`src/rtl/par2ser_8bits_pkg.sv`:
```
// rtl/par2ser_8bits_pkg.sv - shared constants and FSM encoding for the serializer/deserializer pair
package par2ser_8bits_pkg;

    localparam logic [7:0] COMMA_SYM          = 8'hBC;
    localparam int         SYNC_WORDS_DEFAULT = 4;

    typedef enum logic {
        ST_SYNC   = 1'b0,
        ST_ACTIVE = 1'b1
    } state_t;

endpackage

```
`src/rtl/par2ser_8bits.sv`:
```
// rtl/par2ser_8bits.sv - 8-bit word to MSB-first serial stream with post-reset comma sync
module par2ser_8bits
    import par2ser_8bits_pkg::*;
#(
    parameter int                    DATA_WIDTH = 8,
    parameter logic [DATA_WIDTH-1:0] COMMA      = COMMA_SYM,
    parameter int                    SYNC_WORDS = SYNC_WORDS_DEFAULT
) (
    input  logic                  clk_32f,
    input  logic                  reset_L,
    input  logic [DATA_WIDTH-1:0] data_in,
    input  logic                  valid_in,
    output logic                  data_out,
    output logic                  word_start,
    output logic                  active
);

    localparam int                CNT_W     = $clog2(DATA_WIDTH);
    localparam logic [CNT_W-1:0]  LAST_BIT  = CNT_W'(DATA_WIDTH - 1);
    localparam logic [3:0]        SYNC_LAST = 4'(SYNC_WORDS);

    state_t                state;
    state_t                state_nxt;
    logic [DATA_WIDTH-1:0] shreg;
    logic [DATA_WIDTH-1:0] load_word;
    logic [CNT_W-1:0]      bit_cnt;
    logic [3:0]            sync_cnt;
    logic [3:0]            sync_cnt_nxt;
    logic                  load;

    // bit_cnt resets to the last bit so the first edge after reset is a load edge
    assign load = (bit_cnt == LAST_BIT);

    always_comb begin
        state_nxt    = state;
        sync_cnt_nxt = sync_cnt;
        load_word    = COMMA;
        if (load) begin
            case (state)
                ST_SYNC: begin
                    sync_cnt_nxt = sync_cnt + 4'd1;
                    if (sync_cnt_nxt == SYNC_LAST) begin
                        state_nxt = ST_ACTIVE;
                    end
                end
                ST_ACTIVE: begin
                    if (valid_in) begin
                        load_word = data_in;
                    end
                end
                default: state_nxt = ST_SYNC;
            endcase
        end
    end

    always_ff @(posedge clk_32f or negedge reset_L) begin
        if (!reset_L) begin
            state      <= ST_SYNC;
            sync_cnt   <= 4'd0;
            shreg      <= '0;
            bit_cnt    <= LAST_BIT;
            word_start <= 1'b0;
        end else begin
            state    <= state_nxt;
            sync_cnt <= sync_cnt_nxt;
            if (load) begin
                shreg      <= load_word;
                bit_cnt    <= '0;
                word_start <= 1'b1;
            end else begin
                shreg      <= {shreg[DATA_WIDTH-2:0], 1'b0};
                bit_cnt    <= bit_cnt + 1'b1;
                word_start <= 1'b0;
            end
        end
    end

    assign data_out = shreg[DATA_WIDTH-1];
    assign active   = (state == ST_ACTIVE);

endmodule

```
`config.mk`:
```
export PLATFORM = sky130hd
export DESIGN_NAME = par2ser_8bits
export DESIGN_NICKNAME = d
export VERILOG_FILES = /design/src/rtl/par2ser_8bits_pkg.sv /design/src/rtl/par2ser_8bits.sv
export SDC_FILE = /design/constraint.sdc
export NUM_CORES = 1
export LEC_CHECK = 0
export CORE_MARGIN = 4
export CORE_UTILIZATION = 47
export DETAILED_ROUTE_END_ITERATION = 8
export GPL_TIMING_DRIVEN = 0
export HOLD_SLACK_MARGIN = 0.08
export PLACE_DENSITY = 0.75
export SYNTH_ARGS = -nofsm -noshare
export SYNTH_HDL_FRONTEND = slang
export SYNTH_SLANG_ARGS = --single-unit
```
`constraint.sdc`:
```
create_clock -name clk_32f -period 2 [get_ports clk_32f]
set_clock_uncertainty 0.05 [all_clocks]
set_input_delay 0.3 -clock clk_32f [delete_from_list [all_inputs] [get_ports clk_32f]]
set_output_delay 0.3 -clock clk_32f [all_outputs]
set_load 0.02 [all_outputs]
```
==> metrics <==
post-synthesis adder-cell area fraction 5.671%; Slew headroom 49.90%; setup violators final 0; antenna violations before repair 0; clock power share 31.9%; CTS tree built; CP endpoint kind primary output; startpoint types register; hold slack 387.7 ps; Worst-Margin Slew 749.2 ps; I/O pin count 14; CP top delay family buffers and inverters; sequential fraction of the synthesis area 64.84%; Initial Util 50.24%; reg-to-reg critical path endpoint sync_cnt[1]$_DFFE_PN0P_; PortBufs 13; fraction of synthesized area in multiplexers 2.268%; core area 1318 um^2; syn_nets 70; CP max stage cell clkdlybuf4s50_1; Remaining Overflow, GRT 0; Simple-Gate Fraction of Synth Area 12.67%; largest family of logic cells by synthesized area simple AND/OR/NAND/NOR gates; max capacitance violation total 0; drt drc 0; pre-CTS WS 383.4 ps; drt initial violations 5; period utilisation layout 82.84%; Psw 128.0 uW; vias in the first global route 379; setup_tns 0 ps; synthesized cell area 661.9 um^2; Core Rows 13; Detailed Routing Iterations Pass 1 4; share of cells above drive strength 1 16.44%; largest net degree at the start of global routing 18; Die H 45.53 um; max incr delay on CP 620 ps; area grow syn2layout 26.65%; Worst Reg-to-Reg Cells 5; CP Cell Sequence clkdlybuf4s50_1; R2R Path Start bit_cnt[0]$_DFF_PN1_; r2r setup slk 390 ps; Clock Path Buffers 2; commonest non-fill, non-tap cells in the layout 14 x dfrtp_1, 13 x nor2_1, 13 x clkdlybuf4s50_1; most common cell after layout, fill and taps aside dfrtp_1; Antenna diodes 0; via count 440; clk slew on worst S/H paths 100 ps; Gate Count Post-Synth 56; outcome completed; gpl congestion 0.6998; RSZ-0062 raised after global routing false; Routed Wire Length 1023 um; final net count 88; first-pass GRT wire length 1704 um; Ys Warns 0; Max Freq 603.6 MHz; Int Pwr 447.9 uW; min Tclk post-route 1657 ps; Final ANT Viol Nets 0; CTS root buffer clkbuf_4; post_cts resized 0; Hold/Removal Path Class in2async; Pleak 0.3904 nW; syn_area_per_cell 11.82 um^2; Yosys cell types 16; Compound-Gate Fraction of Synth Area 6.994%; Post-CTS Setup Inserts 0; pwr dens 687.1 nW/um^2; Clock Sinks 17; Clk Latency, worst-skew pair 290 ps; worst path arrival time 1310 ps; sequential power share 61.2%; Post-Synth XOR/XNOR Area 3.970%; sw frac 22.23%; hold buffer count at cts 0; Yosys reg bits 17; Final HPWL DP 698.6 um; Total GRT Usage 11.97%; Slew Limit Fails 0; die width 45.53 um; Worst Path Buf+Inv 1; Worst Path Required 1650 ps; Worst VDD drop 403.8 uV; DIE AREA 2073 um^2; CP Class reg2out; Hold Vio Cnt, Final 0; Max H-tree Level 1; Via density 5.000; DR WL/cell 11.63 um; post-route setup slack 343.2 ps; Max Fanout on Critical Path 4; Num CTS Buffers 3; Comb power frac 6.9%
layout make-up:
| cell class | count | area, um^2 |
|---|---|---|
| Tap cell | 15 | 18.77 |
| Clock buffer | 3 | 22.52 |
| Multi-Input combinational cell | 35 | 209.0 |
| Timing Repair Buffer | 13 | 130.1 |
| Sequential cell | 17 | 429.2 |
| Fill cell | 112 | 479.2 |
| Inverter | 2 | 7.507 |
| Clock inverter | 1 | 5.005 |
| Buffer | 2 | 16.27 |
worst register-to-register path, delay by kind of cell (launching register included):
kind	cells	cell delay (ps)
DFF	1	540
and+or+nand+nor	1	180
adders and majority gates	2	310
muxes	1	290
buffers and inverters	1	140
how the worst max path moves through the flow:
stage	from	to	slack [ps]	depth (start not counted)
6_report	active$_DFFE_PN0P_	active	340	1
5_1_grt	active$_DFFE_PN0P_	active	260	1
4_1_cts	active$_DFFE_PN0P_	active	330	1
3_5_place_dp	bit_cnt[0]$_DFF_PN1_	sync_cnt[1]$_DFFE_PN0P_	380	5
3_3_place_gp	bit_cnt[0]$_DFF_PN1_	sync_cnt[1]$_DFFE_PN0P_	390	5
2_1_floorplan	bit_cnt[0]$_DFF_PN1_	sync_cnt[1]$_DFFE_PN0P_	450	5
synthesized netlist by cell type:
library cell | instances | area [um^2]
dfrtp_1 | 14 | 350.3
nor2_1 | 13 | 48.80
a21oi_1 | 5 | 25.02
nand2_1 | 5 | 18.77
dfstp_2 | 3 | 78.83
ha_1 | 3 | 37.54
inv_1 | 2 | 7.510
o22ai_1 | 2 | 12.51
xnor2_1 | 2 | 17.52
a31o_2 | 1 | 8.760
and2b_4 | 1 | 10.01
buf_2 | 1 | 5.000
buf_6 | 1 | 11.26
mux2_4 | 1 | 15.01
nand4_1 | 1 | 6.260
xor2_1 | 1 | 8.760
layer usage:
layer	track usage [%]	part of all wire (%)
met1	16.79	50
met2	16.16	38
met3	3.557	9.1
met4	7.018	2.2
met5	0	0
state kept, by name, summed over array words and instances (netlist names):
register / flops
active: 1
bit_cnt: 3
shreg: 8
word_start: 1
sync_cnt: 4
logic make-up (layout without fill, tap and decap cells):
group,Yosys count,after routing
xor gates and xnor gates,3,3
muxes,1,1
buffers and inverters,4,21
DFF,17,17
AOI/OAI and AO/OA,8,8
adders and majority gates,3,3
and+or+nand+nor,20,20
per-stage QoR:
stage | area [um^2] | total power [mW] | util (%) | instances
4_1_cts | 838.3 | 0.5825 | 63.63 | 88
2_1_floorplan | 661.9 | 0.3693 | - | 56
3_3_place_gp | 810.8 | 0.3985 | 61.54 | 84
5_1_grt | 838.3 | 0.6072 | 63.63 | 88
6_report | 838.3 | 0.5760 | 63.63 | 88
3_5_place_dp | 810.8 | 0.3991 | 61.54 | 84
power by group through the flow:
stage          Combinational [mW]  Sequential, mW  Clock [mW]
4_1_cts                    0.0401           0.353       0.190
6_report                   0.0396           0.353       0.184
5_1_grt                    0.0443           0.353       0.210
3_5_place_dp               0.0398           0.359           0
3_3_place_gp               0.0396           0.359           0
2_1_floorplan             0.00912           0.360           0
Note: power is estimated with default switching activity, not from simulation.
